### config.mk
export PLATFORM = sky130hd
export DESIGN_NAME = sccb_target
export DESIGN_NICKNAME = d
export VERILOG_FILES = /design/src/rtl/sccb_target.sv
export SDC_FILE = /design/constraint.sdc
export NUM_CORES = 1
export LEC_CHECK = 0
export ABC_AREA = 1
export BUFFER_PORTS_ARGS = -buffer_cell sky130_fd_sc_hd__buf_4
export CORE_MARGIN = 3
export CORE_UTILIZATION = 30
export CTS_CLUSTER_SIZE = 16
export DETAILED_ROUTE_END_ITERATION = 8
export MAX_ROUTING_LAYER = met4
export SKIP_LAST_GASP = 1
export SLEW_MARGIN = 20
export SYNTH_ARGS = -nofsm -noshare
export SYNTH_HDL_FRONTEND = slang
export SYNTH_SLANG_ARGS = --single-unit
### constraint.sdc
create_clock -name PCLK -period 1.8 [get_ports PCLK]
set_clock_uncertainty 0.05 [all_clocks]
set_input_delay 0.09 -clock PCLK [delete_from_list [all_inputs] [get_ports PCLK]]
set_output_delay 0.09 -clock PCLK [all_outputs]
set_load 0.02 [all_outputs]
### src/rtl/sccb_target.sv
// SCCB camera-side target: decodes 3-phase/2-phase writes and 2-phase reads onto a byte register port.
// sioc/siod are double-synchronised plus one history flop; siod_oe follows a pin edge by 3 PCLK, reg_we by 4.
`timescale 1ns/1ps
module sccb_target #(
    parameter logic [7:0] DEV_ID = 8'h42,
    parameter bit         ACK_EN = 1'b1
) (
    input  logic       PCLK,
    input  logic       PRESET,
    input  logic       sioc,
    input  logic       siod_i,
    output logic       siod_oe,
    output logic [7:0] reg_addr,
    output logic [7:0] reg_wdata,
    output logic       reg_we,
    input  logic [7:0] reg_rdata,
    output logic       busy
);
    typedef enum logic [3:0] {
        S_IDLE, S_ID, S_ID_ACK, S_SUB, S_SUB_ACK,
        S_WDAT, S_WDAT_ACK, S_RDAT, S_RD_NA, S_WAIT_STOP
    } state_t;

    state_t     state_q, state_d;
    logic       scl_m_q, scl_s_q, scl_h_q;
    logic       sda_m_q, sda_s_q, sda_h_q;
    logic [3:0] cnt_q, cnt_d;
    logic [7:0] shift_q, shift_d;
    logic [7:0] reg_addr_q, reg_addr_d;
    logic [7:0] reg_wdata_q, reg_wdata_d;
    logic       rw_q, rw_d;
    logic       oe_q, oe_d;
    logic       we_pend_q, we_pend_d;
    logic       reg_we_q, reg_we_d;
    logic       busy_q, busy_d;

    logic       scl_rise, scl_fall, start_det, stop_det;
    logic [7:0] byte_in;

    assign scl_rise  = scl_s_q & ~scl_h_q;
    assign scl_fall  = ~scl_s_q & scl_h_q;
    assign start_det = scl_s_q & scl_h_q & ~sda_s_q & sda_h_q;
    assign stop_det  = scl_s_q & scl_h_q & sda_s_q & ~sda_h_q;
    assign byte_in   = {shift_q[6:0], sda_s_q};

    always_comb begin
        state_d     = state_q;
        cnt_d       = cnt_q;
        shift_d     = shift_q;
        rw_d        = rw_q;
        oe_d        = oe_q;
        reg_addr_d  = reg_addr_q;
        reg_wdata_d = reg_wdata_q;
        we_pend_d   = 1'b0;
        reg_we_d    = we_pend_q;
        busy_d      = busy_q;
        // Bus conditions take priority over any sioc edge seen in the same cycle.
        if (start_det) begin
            state_d = S_ID;
            cnt_d   = 4'd0;
            oe_d    = 1'b0;
            busy_d  = 1'b1;
        end else if (stop_det) begin
            state_d = S_IDLE;
            cnt_d   = 4'd0;
            oe_d    = 1'b0;
            busy_d  = 1'b0;
        end else begin
            case (state_q)
                S_ID, S_SUB, S_WDAT: begin
                    if (scl_rise) begin
                        shift_d = byte_in;
                        cnt_d   = cnt_q + 4'd1;
                        if (cnt_q == 4'd7) begin
                            case (state_q)
                                S_ID: begin
                                    if (byte_in[7:1] == DEV_ID[7:1]) begin
                                        rw_d    = byte_in[0];
                                        state_d = S_ID_ACK;
                                    end else begin
                                        state_d = S_WAIT_STOP;
                                    end
                                end
                                S_SUB: begin
                                    reg_addr_d = byte_in;
                                    state_d    = S_SUB_ACK;
                                end
                                default: begin
                                    reg_wdata_d = byte_in;
                                    we_pend_d   = 1'b1;
                                    state_d     = S_WDAT_ACK;
                                end
                            endcase
                        end
                    end
                end
                // cnt_q == 8 marks the fall opening the 9th bit; the ACK-bit rise clears it.
                S_ID_ACK, S_SUB_ACK, S_WDAT_ACK: begin
                    if (scl_rise) begin
                        cnt_d = 4'd0;
                    end else if (scl_fall) begin
                        if (cnt_q == 4'd8) begin
                            oe_d = ACK_EN && !(state_q == S_ID_ACK && rw_q);
                        end else begin
                            oe_d  = 1'b0;
                            cnt_d = 4'd0;
                            case (state_q)
                                S_ID_ACK: begin
                                    if (rw_q) begin
                                        state_d = S_RDAT;
                                        shift_d = reg_rdata;
                                        oe_d    = ~reg_rdata[7];
                                    end else begin
                                        state_d = S_SUB;
                                    end
                                end
                                S_SUB_ACK: state_d = S_WDAT;
                                default:   state_d = S_WAIT_STOP;
                            endcase
                        end
                    end
                end
                S_RDAT: begin
                    if (scl_rise) begin
                        if (cnt_q != 4'd8) cnt_d = cnt_q + 4'd1;
                    end else if (scl_fall) begin
                        if (cnt_q == 4'd8) begin
                            oe_d    = 1'b0;
                            cnt_d   = 4'd0;
                            state_d = S_RD_NA;
                        end else begin
                            shift_d = {shift_q[6:0], 1'b0};
                            oe_d    = ~shift_q[6];
                        end
                    end
                end
                S_RD_NA: begin
                    if (scl_rise) state_d = S_WAIT_STOP;
                end
                default: ;
            endcase
        end
    end

    always_ff @(posedge PCLK) begin
        if (PRESET) begin
            scl_m_q     <= 1'b1;
            scl_s_q     <= 1'b1;
            scl_h_q     <= 1'b1;
            sda_m_q     <= 1'b1;
            sda_s_q     <= 1'b1;
            sda_h_q     <= 1'b1;
            state_q     <= S_IDLE;
            cnt_q       <= 4'd0;
            shift_q     <= 8'd0;
            rw_q        <= 1'b0;
            oe_q        <= 1'b0;
            reg_addr_q  <= 8'd0;
            reg_wdata_q <= 8'd0;
            we_pend_q   <= 1'b0;
            reg_we_q    <= 1'b0;
            busy_q      <= 1'b0;
        end else begin
            scl_m_q     <= sioc;
            scl_s_q     <= scl_m_q;
            scl_h_q     <= scl_s_q;
            sda_m_q     <= siod_i;
            sda_s_q     <= sda_m_q;
            sda_h_q     <= sda_s_q;
            state_q     <= state_d;
            cnt_q       <= cnt_d;
            shift_q     <= shift_d;
            rw_q        <= rw_d;
            oe_q        <= oe_d;
            reg_addr_q  <= reg_addr_d;
            reg_wdata_q <= reg_wdata_d;
            we_pend_q   <= we_pend_d;
            reg_we_q    <= reg_we_d;
            busy_q      <= busy_d;
        end
    end

    assign siod_oe   = oe_q;
    assign reg_addr  = reg_addr_q;
    assign reg_wdata = reg_wdata_q;
    assign reg_we    = reg_we_q;
    assign busy      = busy_q;
endmodule

; ---- After elaboration in Yosys (flattened, before gate mapping)
; Index checks and enable logic that the tools add are counted.
[totals]
regBits = 42
in_bits = 12
output_inout_bits = 19
word_cells = 142
[op_classes]
add_sub_neg = 1
eq_ne = 38
n_mux = 47
bitwise_logic = 19
reduce_logical = 20
[ops]
columns = cell, n
row1 = 4-bit 2-to-1 mux, 18
row2 = 7-bit 2-to-1 mux, 9
row3 = "4-bit inequality test, second input constant", 10
row4 = "2-bit inequality test, second input constant", 12
row5 = 7-bit one-hot mux with 3 select lines, 1
row6 = "4-bit by 3-bit equality test with 1-bit output, second input constant", 5
row7 = 10-bit AND reduction, 2
row8 = 4-bit one-hot mux with 2 select lines, 2
row9 = 4-bit one-hot mux with 4 select lines, 1
row10 = "3-bit inequality test, second input constant", 5
row11 = 7-bit AND reduction, 2
row12 = 1-bit 2-to-1 mux, 13
row13 = 1-bit inverter, 12
row14 = 4-bit one-hot mux with 3 select lines, 1
row15 = 12-bit AND reduction, 1
row16 = 6-bit AND reduction, 2
row17 = 3-bit OR reduction, 3
row18 = "4-bit by 2-bit equality test with 1-bit output, second input constant", 2
row19 = "4-bit equality test, second input constant", 2
row20 = 1-bit bitwise AND, 7
row21 = "7-bit by 6-bit equality test with 1-bit output, second input constant", 1
row22 = 6-bit nonzero test, 1
row23 = 6-bit OR reduction, 1
row24 = 5-bit AND reduction, 1
row25 = other kinds (10), 11

; ---- Longest topological paths before layout
; Gate-level depths: netlist of the first run.
[logic_depth]
depth_word = 8
mapped_depth = 12
depth_no_buf = 12

; ---- Least setup slack after synthesis of the first run
; Ideal clock, no wire load.
[synth_timing]
path_kind = register to register
from = register scl_s_q
to = register shift_q[3]
setup_ps = 115
arrival_time_ps = 1469
required_ps = 1635
path_slack_ps = 166
path_stages_with_launch = 11
path_buffers = 1
synth_period_minus_slack_ps = 1634
path_cell_list = dfxtp_1 > ha_1 > nand3_1 > nand2_1 > inv_1 > nand2_1 > nor2_2 > buf_4 > nand3_1 > nand2_1 > nor2_1
[synth_via]
elab_chain_cells = 5
word_cells_on_any_way = 16
cone_classes = eq/ne: 5 / bitwise: 10 / reduce/logical: 1
[synth_lines]
columns = item, line_no
row1 = "start, declared", 25  ; logic scl_m_q, scl_s_q, scl_h_q;
row2 = "start signal, assigned", 165  ; scl_s_q <= scl_m_q;
row3 = 1-bit bitwise AND, "42, 43"
row4 = 1-bit bitwise AND (on tied branches) (2 in a row), "43, 42"
row5 = 1-bit inverter (no source line), n/a
row6 = 12-bit AND reduction (no source line) (*), n/a
row7 = "end signal, assigned", 172  ; shift_q <= shift_d;
row8 = "end, declared", 28  ; logic [7:0] shift_q, shift_d;
; Every way passes the cells marked *; elsewhere a longest branch is shown, timed or not.
; A chain may end at the register's enable or synchronous reset.

; ---- Final worst setup path of the first run
[layout_timing]
from = register state_q[2]
to = register cnt_q[0]
[layout_via]
elab_chain_cells = 4
word_cells_on_any_way = 18
cone_classes = eq/ne: 13 / mux: 1 / reduce/logical: 4
[layout_lines]
columns = item, line_no
row1 = "start, declared", 24  ; state_t state_q, state_d;
row2 = "start signal, assigned", 170  ; state_q <= state_d;
row3 = "4-bit by 2-bit equality test with 1-bit output, or another cell as far along", 69  ; case (state_q)
row4 = 3-bit OR reduction, 69
row5 = "3-bit inequality test (no source line), or another cell as far along", n/a
row6 = 7-bit AND reduction (no source line), n/a
row7 = "end signal, assigned", 171  ; cnt_q <= cnt_d;
row8 = "end, declared", 27  ; logic [3:0] cnt_q, cnt_d;
; Several ways; a longest one is shown, not always the timed one.

==> results of run 1 <==
-- cell families (layout without fill, tap and decap cells) --
family | count (synthesis) | count (layout) | synth area share, %
buf+inv | 46 | 93 | 9.69
compound gates | 66 | 66 | 15.6
flops | 42 | 42 | 38.3
simple gates | 153 | 155 | 33.5
fa+ha+maj | 5 | 5 | 2.85
-- flip-flops by register name, indices dropped and copies added (netlist names) --
register / count
busy: 1
cnt_q: 4
reg_addr: 8
reg_wdata: 8
reg_we: 1
reg_we_d: 1
rw_q: 1
scl_h_q: 1
scl_m_q: 1
scl_s_q: 1
sda_h_q: 1
sda_m_q: 1
sda_s_q: 1
shift_q: 7
siod_oe: 1
state_q: 4
-- cell usage after synthesis, types with 2 or more instances --
master and n:
nor2_2 5, nor2_1 27, inv_2 4, o21ai_0 27
ha_1 5, or2_2 5, buf_6 3, a31oi_1 3
dfxtp_1 42, nand2_1 67, nand3b_1 2, clkbuf_1 3
nor3_1 5, nand3_1 28, inv_1 32, nand4_1 4
nand2_2 4, a21oi_1 33
-- final timing paths --
path | startpoint | endpoint | depth (start not counted) | slack, ps
setup / recovery | state_q[2]$_SDFFE_PP0P_ | cnt_q[0]$_SDFFE_PP0P_ | 11 | 70
hold / removal | reg_rdata[7] | siod_oe$_SDFFE_PP0P_ | 4 | 80
setup reg to reg | state_q[2]$_SDFFE_PP0P_ | cnt_q[0]$_SDFFE_PP0P_ | 11 | 70
hold reg to reg | scl_m_q$_SDFF_PP1_ | scl_s_q$_SDFF_PP1_ | 1 | 360
-- metrics by stage --
step	hold slack, ps	cell area (um^2)	power [mW]	util (%)
global route	122	2790	4.31	40.2
detailed placement	230	2570	3.13	37.1
global placement	224	2570	3.14	37.1
finish	83.2	2790	3.96	40.2
floorplan	144	2190	2.69	-
CTS	73.9	2690	3.78	38.8
-- cell type report --
| class | count | area share [%] |
|---|---|---|
| multi-input combinational | 226 | 43.9 |
| clock inverter | 3 | 0.672 |
| inverter | 36 | 4.84 |
| timing repair buffer | 49 | 13.5 |
| tap | 96 | 4.30 |
| sequential | 42 | 30.3 |
| clock buffer | 5 | 2.46 |
-- critical path, cell delays in order, from the launching register on --
cell and delay [ps]:
dfxtp_2 380, inv_2 80, nor2_2 180, nand2_1 100, nand2_2 120, nand2_1 90
buf_4 150, a21boi_4 150, nand2_1 140, nand2_1 70, nand2_1 60, nor2_1 40
-- layer usage --
layer	share of wire (%)	vias up	GRT usage (%)
met4	1.6	0	4.52
met2	46	59	20.9
met3	4.1	11	2.65
met5	0	-	-
met1	48	1027	19.1
li1	-	1121	-
-- report_power, final --
| part | switching [mW] | internal (mW) | total (mW) |
|---|---|---|---|
| logic | 1.40 | 0.737 | 2.14 |
| registers | 0.129 | 1.07 | 1.20 |
| clock network | 0.352 | 0.273 | 0.625 |
-- cell usage in the layout (no fill, tap or decap), drive strengths merged --
| master | count |
|---|---|
| nor3 | 6 |
| nand4 | 4 |
| nand3 | 29 |
| clkinv | 2 |
| dfxtp | 42 |
| a31oi | 3 |
| nand3b | 2 |
| o211ai | 1 |
| nor4 | 1 |
| buf | 46 |
| inv | 37 |
| or2 | 5 |
| nand2 | 73 |
| nor2 | 35 |
| o21ai | 28 |
| ha | 5 |
| a21boi | 1 |
| dlygate4sd3 | 3 |
| a21oi | 33 |
| clkbuf | 5 |
-- timing repair --
item,CTS,global route
gates resized for setup,0,25
setup endpoints to repair,0,32
hold buffers,3,0
hold endpoints to repair,6,0
==> impl_results.md, run 1 <==
- Synth Warn #: 0
- # placed instances: between 400 and 500
- Sequential fraction of the synthesis area: a little under two fifths
- Row count: 30
- Post-synthesis cell area: between 0.002 and 0.0025 mm^2
- GP Congestion: slightly above 0.9
- Via-to-Cell Ratio: a little under 5
- Total wire length: roughly 6000 um
- # fillers: slightly above 700
- Ys async rst share: 0%
- PD cells: 1420 mW/mm^2
- Tightest Pin Transition: about 520 ps
- Synth Instances: 312
- Final cell count without fillers: ~460
- Crit path max fanout: 6
- Post-DP HPWL: slightly above 4000 um
- Status: finished clean
- I/O Buffers: 30
- Slew HR: around two thirds
- Initial antenna violation count: 0
- CTS sink count: 42
- Period utilization: a little over nine tenths
- Yosys top cell area share: roughly two fifths
- Cell variety after synth: 31
- Setup WS post-layout: around 65 ps
- Boundary Pins: 31
- Endpoints failing hold: 0
- Diode count: 0
- Die area: between 0.008 and 0.009 mm^2
- Drt pass-1 iters: 5
- Pins Over Slew Limit: 0
- Global-route wire length before repair: 9360 um
- Gr usage total: between 10% and 20%
- Worst Path Required: between 1500 and 2000 ps
- TNS Setup: 0 ps
- CTS Root Cell: clkbuf_8
- Multi-input combinational cell area: 0.00123 mm^2
- # setup viols final: 0
- Synth area leader: dfxtp_1
- Post-Place Setup Slack: around 30 ps
- Largest net degree at the start of global routing: 21
- Unrepaired setup endpoints after global routing: true
- CP arrival: between 1500 and 2000 ps
- DRT iter0 DRCs: 154
- Via count: around 2,200
- Clk buf depth: 2
- CTS Buf Count: 5
- Initial Util: a little under a third
- Clock slew at the register clock pins of the worst setup and hold paths: approximately 80 ps
- Clock Latency Late Sink: around 300 ps
- Antenna viol nets, final: 0
- Layout net count: between 300 and 400
- Worst setup SP type: register
- Dominant synthesized flop cell: dfxtp_1
- Die Ht: 91.5 um
- Post-synthesis net count: between 300 and 400
- Vias in the first global route: about 1,900
- Wire per inst: about 13 um
- Die width: approximately 92 um
- Leakage: approximately 1.3 nW
- Core box area: 0.00694 mm^2
- EDFF count, synth: 0
- Area Growth Syn to Fin: 27.3%
- Seq cells post-synth: 42
- Type of the tightest min-delay check: input port to register
- H-tree depth: 2
- Largest cells by area after synthesis: dfxtp_1 (38%), nand2_1 (11%), a21oi_1 (7.5%), nand3_1 (6.4%), o21ai_0 (6.2%)
- MaxCap Viol Count: 0
- Setup CP Type: register to register
- Setup repair bufs after CTS: 0
- CTS tree: done
- Tmin final: 1730 ps
- CP Capture Type: register
- Peak Freq: a little under 0.6 GHz
- Reg area: 847 um^2
- DR DRC count: 0
- Fraction of layout cells with a size suffix above 1: a little over a quarter
- GRT Residual Overflow: 0
- Synthesized area per cell: 7.03 um^2
- Maximum VDD drop: 509 uV
No activity file was read; power rests on OpenSTA's default activity.
==> inputs of run 2 (changes only) <==
--- a/config.mk
+++ b/config.mk
@@ -5,13 +5,14 @@
 export SDC_FILE = /design/constraint.sdc
 export NUM_CORES = 1
 export LEC_CHECK = 0
-export ABC_AREA = 1
+export ABC_AREA = 0
 export BUFFER_PORTS_ARGS = -buffer_cell sky130_fd_sc_hd__buf_4
 export CORE_MARGIN = 3
 export CORE_UTILIZATION = 30
 export CTS_CLUSTER_SIZE = 16
 export DETAILED_ROUTE_END_ITERATION = 8
 export MAX_ROUTING_LAYER = met4
+export PLACE_DENSITY = 0.47
 export SKIP_LAST_GASP = 1
 export SLEW_MARGIN = 20
 export SYNTH_ARGS = -nofsm -noshare
==> impl_results.md, run 2 <==
- Status: finished with violations
- Failing checks: negative setup slack
- Clock slew at the register clock pins of the worst setup and hold paths: 80 ps
- Die area: approximately 0.0083 mm^2
- Die width: about 91 um
- Synthesized area per cell: about 8.9 um^2
- Antenna viol nets, final: 0
- Period utilization: 102%
- Initial Util: a little under a third
- Pins Over Slew Limit: 0
- Initial antenna violation count: 0
- DR DRC count: 0
- Synth Instances: 245
- EDFF count, synth: 0
- Ys async rst share: 0%
- Largest net degree at the start of global routing: 38
- DRT iter0 DRCs: 64
- GRT Residual Overflow: 0
- Pwr Total: between 2 and 2.5 mW
- Core Util, Final: between 40% and 50%
- Via-to-Cell Ratio: around 4.8
- Post-DP HPWL: ~4200 um
- Crit path max fanout: 7
- Tightest Pin Transition: between 400 and 500 ps
- PD cells: 645 mW/mm^2
- Unrepaired setup endpoints after global routing: true
- Slew HR: between 70% and 80%
- Most frequent cells in the layout: buf_4 (74), dfxtp_1 (36), nor2_1 (33)
- Post-Place Setup Slack: -145 ps
- Vias in the first global route: 1,874
- Synth area leader: dfxtp_1
- Fraction of layout cells with a size suffix above 1: roughly 43%
- Dominant synthesized flop cell: dfxtp_1
- Setup CP Type: register to register
- Commonest non-fill, non-tap cell in the layout: buf_4
- Top delay family on crit path: simple AND/OR/NAND/NOR gates
- Drt pass-1 iters: 4
- Boundary Pins: 31
- Synth Warn #: 0
- # fillers: 700
- Crit path buf inv count: 1
- Core box area: between 0.006 and 0.007 mm^2
- Hold WS: about 140 ps
- CTS Root Cell: clkbuf_8
- CP Capture Type: register
- Via count: a little under 2,000
- Row count: 30
- Layout net count: roughly 330
- CTS sink count: 42
- Clk buf depth: 2
- Leakage: around 1.2 nW
- Largest cells by area after synthesis: dfxtp_1 (39%), mux2i_1 (9.2%), nor2_1 (5.9%), a221oi_1 (3.2%), inv_1 (2.9%)
- Area Growth Syn to Fin: 45.8%
- Most frequent cells after synthesis: dfxtp_1 (42), nor2_1 (34), mux2i_1 (20), inv_1 (17), nand2_1 (12)
- Slowest stage delay, CP: between 400 and 500 ps
- # setup viols final: 3
- Slowest-stage cell, CP: a221oi_4
- Maximum VDD drop: about 420 uV
- Post-synthesis cell area: ~0.0022 mm^2
- Die Ht: ~91 um
- Endpoints failing hold: 0
- Total wire length: about 5800 um
- Type of the tightest min-delay check: input port to register
- Setup WS post-layout: -34.0 ps
- Worst setup SP type: register
- Yosys top cell area share: 38.6%
- Cell Chain, Critical Path: inv_1 > ha_4 > and3b_2 > a221oi_4 > and4b_1 > a2111oi_2
- Global-route wire length before repair: about 9500 um
- Clock Latency Late Sink: 290 ps
- Count leader, synth: dfxtp_1
- Cell variety after synth: 52
- MaxCap Viol Count: 0
- Diode count: 0
- Gr usage total: around 15%
- I/O Buffers: 30
- CTS tree: done
- GP Congestion: between 0.8 and 0.9
- Wire per inst: between 10 and 15 um
- CTS Buf Count: 5
- Post-synthesis net count: 262
- H-tree depth: 2
- CP arrival: about 2000 ps
- Seq cells post-synth: 42
- Peak Freq: 0.545 GHz
- Tmin final: between 1500 and 2000 ps
- Worst Path Required: between 1500 and 2000 ps
- Sequential fraction of the synthesis area: about two fifths
## run 2: changes by cell type after synthesis, moves of 8 or more
cell      before  now
a21oi_1       33   11
a221oi_1       0    8
inv_1         32   17
mux2i_1        0   20
nand2_1       67   12
nand3_1       28    3
o21ai_0       27    1
## run 2: cells by family (layout without fill, tap and decap cells)
logic type	after synthesis	after routing	share of synthesized area [%]
adder cells (fa/ha/maj)	5	5	2.87
multiplexers	20	20	9.19
AND/OR/NAND/NOR	88	88	21.1
AO/OA/AOI/OAI	54	54	19.5
buffers and inverters	33	104	7.47
flip-flops	42	42	38.6
XOR/XNOR	3	3	1.21
## run 2: area by class of cell
class / count / area, um^2 / share of cell area (%)
Multi-Input combinational cell: 170 / 1400 / 44.2
Sequential cell: 42 / 848 / 26.7
Timing Repair Buffer: 79 / 627 / 19.7
Tap cell: 96 / 120 / 3.78
Clock buffer: 5 / 68.8 / 2.17
Inverter: 17 / 63.8 / 2.01
Clock inverter: 3 / 45.0 / 1.42
## run 2: per-layer routing
| layer | track usage, % | vias up | routed length (um) |
|---|---|---|---|
| li1 | - | 1013 | - |
| met3 | 2.57 | 8 | 138 |
| met1 | 20.3 | 920 | 2960 |
| met4 | 4.15 | 0 | 69 |
| met5 | - | - | 0 |
| met2 | 21.5 | 21 | 2610 |
## run 2: where the power goes
| part | leakage [nW] | switching (mW) | internal [mW] |
|---|---|---|---|
| Clock | 0.0504 | 0.348 | 0.413 |
| Sequential | 0.342 | 0.0281 | 0.955 |
| Combinational | 0.822 | 0.159 | 0.147 |
## run 2: final timing paths
path                              start                 endpoint  slack (ps)  cells past startpoint
setup / recovery  cnt_q[0]$_SDFFE_PP0P_  state_q[1]$_SDFFE_PP0P_         -30                      6
hold / removal             reg_rdata[2]  shift_q[2]$_SDFFE_PP0P_         140                      3
setup reg to reg  cnt_q[0]$_SDFFE_PP0P_  state_q[1]$_SDFFE_PP0P_         -30                      6
hold reg to reg      scl_m_q$_SDFF_PP1_       scl_s_q$_SDFF_PP1_         360                      1
## run 2: worst reg2reg max path: stages, from the launching register on
cell	delay [ps]
dfxtp_2	350
inv_1	70
ha_4	160
and3b_2	300
a221oi_4	490
and4b_1	270
a2111oi_2	50
## run 2: stage by stage
stage / std cells / TNS, ps / instance area [um^2]
CTS: 408 / -34.3 / 2970
global placement: 397 / -752 / 2790
floorplan: 245 / -7.60 / 2210
finish: 412 / -42.9 / 3180
detailed placement: 397 / -1750 / 2790
global route: 412 / -1190 / 3180
## run 2: what timing repair did
| action | 4_1_cts | 5_1_grt |
|---|---|---|
| setup buffers | 1 | 6 |
| hold endpoints to repair | 2 | 0 |
| pin swaps | 6 | 14 |
| hold buffers | 2 | 0 |
| gates cloned | 0 | 0 |
| gates resized for setup | 10 | 36 |
| endpoints found under the setup margin | 32 | 33 |
==> inputs of run 3 (changes only) <==
--- a/config.mk
+++ b/config.mk
@@ -8,11 +8,11 @@
 export ABC_AREA = 0
 export BUFFER_PORTS_ARGS = -buffer_cell sky130_fd_sc_hd__buf_4
 export CORE_MARGIN = 3
-export CORE_UTILIZATION = 30
+export CORE_UTILIZATION = 40
 export CTS_CLUSTER_SIZE = 16
 export DETAILED_ROUTE_END_ITERATION = 8
 export MAX_ROUTING_LAYER = met4
-export PLACE_DENSITY = 0.47
+export PLACE_DENSITY = 0.59
 export SKIP_LAST_GASP = 1
 export SLEW_MARGIN = 20
 export SYNTH_ARGS = -nofsm -noshare
==> impl_results.md, run 3 (synthesis results as in run 2) <==
- Core box area: 0.00517 mm^2
- Clock Latency Late Sink: about 300 ps
- Drt pass-1 iters: 4
- CP Capture Type: register
- Hold Crit Depth: 3
- Row count: 26
- Status: finished with violations
- Period utilization: 102%
- Via count: ~2,000
- Die area: 0.00637 mm^2
- CP arrival: roughly 2000 ps
- I/O Buffers: 30
- Worst Path Required: between 1500 and 2000 ps
- Post-DP HPWL: just under 4000 um
- Failing checks: negative setup slack
- Leakage: ~1.2 nW
- CTS Buf Count: 5
- Initial antenna violation count: 0
- H-tree depth: 2
- Endpoints failing hold: 0
- Die width: about 80 um
- Tightest Pin Transition: slightly above 500 ps
- Crit path max fanout: 5
- Comb power frac: between 10% and 20%
- DR DRC count: 0
- Maximum VDD drop: approximately 340 uV
- RR Startpoint: cnt_q[0]$_SDFFE_PP0P_
- Final cell count without fillers: 386
- Hold WS: around 130 ps
- CTS tree: done
- Hold Path End: shift_q[1]$_SDFFE_PP0P_
- Pwr Total: approximately 2.1 mW
- Global-route wire length before repair: 9070 um
- Total wire length: 5640 um
- Antenna viol nets, final: 0
- Layout net count: roughly 330
- Diode count: 0
- Worst setup SP type: register
- # setup viols final: 8
- Clock slew at the register clock pins of the worst setup and hold paths: roughly 100 ps
- Hold Path Origin: reg_rdata[1]
- Core Util, Final: between 60 and 70%
- Clk buf depth: 2
- DRT iter0 DRCs: roughly 70
- GP Congestion: 0.881
- PD cells: 654 mW/mm^2
- Commonest non-fill, non-tap cell in the layout: buf_4
- Unrepaired setup endpoints after global routing: true
- Most frequent cells in the layout: buf_4 (72), dfxtp_1 (35), nor2_1 (33)
- Slew HR: 66.2%
- CTS sink count: between 40 and 50
- Wire per inst: about 15 um
- # fillers: between 400 and 500
- Post-Place Setup Slack: -140 ps
- FF-to-FF setup slack: -40 ps
- Largest net degree at the start of global routing: 38
- Boundary Pins: 31
- RR Endpoint: state_q[2]$_SDFFE_PP0P_
- Vias in the first global route: around 1,900
- Pins Over Slew Limit: 0
- Sw Share: about 27%
- Fraction of layout cells with a size suffix above 1: a little under half
- Gr usage total: a little under a fifth
- Sequential power share: between 40% and 50%
- Setup WS post-layout: -35.9 ps
- GRT Residual Overflow: 0
- Setup CP Type: register to register
- Type of the tightest min-delay check: input port to register
- Tmin final: between 1500 and 2000 ps
- Area Growth Syn to Fin: 47.0%
- Peak Freq: about 0.54 GHz
- Initial Util: 42.1%
- Die Ht: 79.8 um
- Net Sw Power: roughly 0.56 mW
- Reg2Reg Depth: 7
- # placed instances: 369
- Clock share of power: 37.0%
- Via-to-Cell Ratio: 5.19
- CTS Root Cell: clkbuf_8
- Pint: 1.53 mW
- MaxCap Viol Count: 0
-- run 3: cell types whose count changed in the layout (fill, tap and decap cells not counted), moves of 3 or more --
cell      previous run  this run
a211oi_2             2         5
a221oi_1             3         0
buf_6                1         4
a211oi_1             5         1
-- run 3: repair_timing --
action | CTS | global route
gates resized for setup | 18 | 44
endpoints found under the hold margin | 2 | 0
setup buffers | 2 | 5
pin swaps | 10 | 18
cloned | 0 | 0
hold buffers | 2 | 0
setup endpoints to repair | 29 | 32
-- run 3: final cells by class --
type	instances	area (um^2)	area share (%)
timing repair buffer	79	626	19.5
tap	70	87.6	2.74
sequential	42	852	26.6
inverter	17	68.8	2.15
clock inverter	3	43.8	1.37
clock buffer	5	68.8	2.15
multi-input combinational	170	1460	45.4
-- run 3: critical path, cell delays in order, from the launching register on --
cell      delay (ps)
dfxtp_4          380
inv_4             40
ha_4             140
and3b_2          290
a221oi_4         430
buf_4            200
a41o_1           160
nor2_1            40
-- run 3: worst max path at each step --
| stage | startpoint | end | cells past startpoint |
|---|---|---|---|
| 2_1_floorplan | scl_h_q$_SDFF_PP1_ | state_q[1]$_SDFFE_PP0P_ | 8 |
| 3_3_place_gp | cnt_q[0]$_SDFFE_PP0P_ | state_q[1]$_SDFFE_PP0P_ | 6 |
| 3_5_place_dp | scl_s_q$_SDFF_PP1_ | rw_q$_SDFFE_PP0P_ | 6 |
| 4_1_cts | cnt_q[0]$_SDFFE_PP0P_ | state_q[1]$_SDFFE_PP0P_ | 7 |
| 5_1_grt | scl_h_q$_SDFF_PP1_ | cnt_q[3]$_SDFFE_PP0P_ | 8 |
| 6_report | cnt_q[0]$_SDFFE_PP0P_ | state_q[2]$_SDFFE_PP0P_ | 7 |
-- run 3: power groups by stage --
| stage | clock network, mW | registers, mW | logic, mW |
|---|---|---|---|
| after floorplan | 0 | 0.995 | 0.160 |
| final | 0.775 | 0.982 | 0.337 |
| after detailed placement | 0 | 1.00 | 0.260 |
| after global routing | 0.834 | 0.987 | 0.368 |
| after CTS | 0.795 | 0.981 | 0.280 |
| after global placement | 0 | 1.00 | 0.260 |
-- run 3: stage by stage --
step           TNS [ps]  instance area, um^2
3_3_place_gp       -685                 2730
5_1_grt           -1660                 3200
6_report           -106                 3200
4_1_cts           -44.1                 2960
2_1_floorplan     -7.60                 2210
3_5_place_dp      -2090                 2730
-- run 3: per-layer routing --
layer	share of wire, %	GRT usage (%)	up-vias
li1	-	-	1016
met1	47	24.3	946
met2	48	29.3	30
met3	3.1	3.50	10
met4	1.9	6.08	0
met5	0	-	-
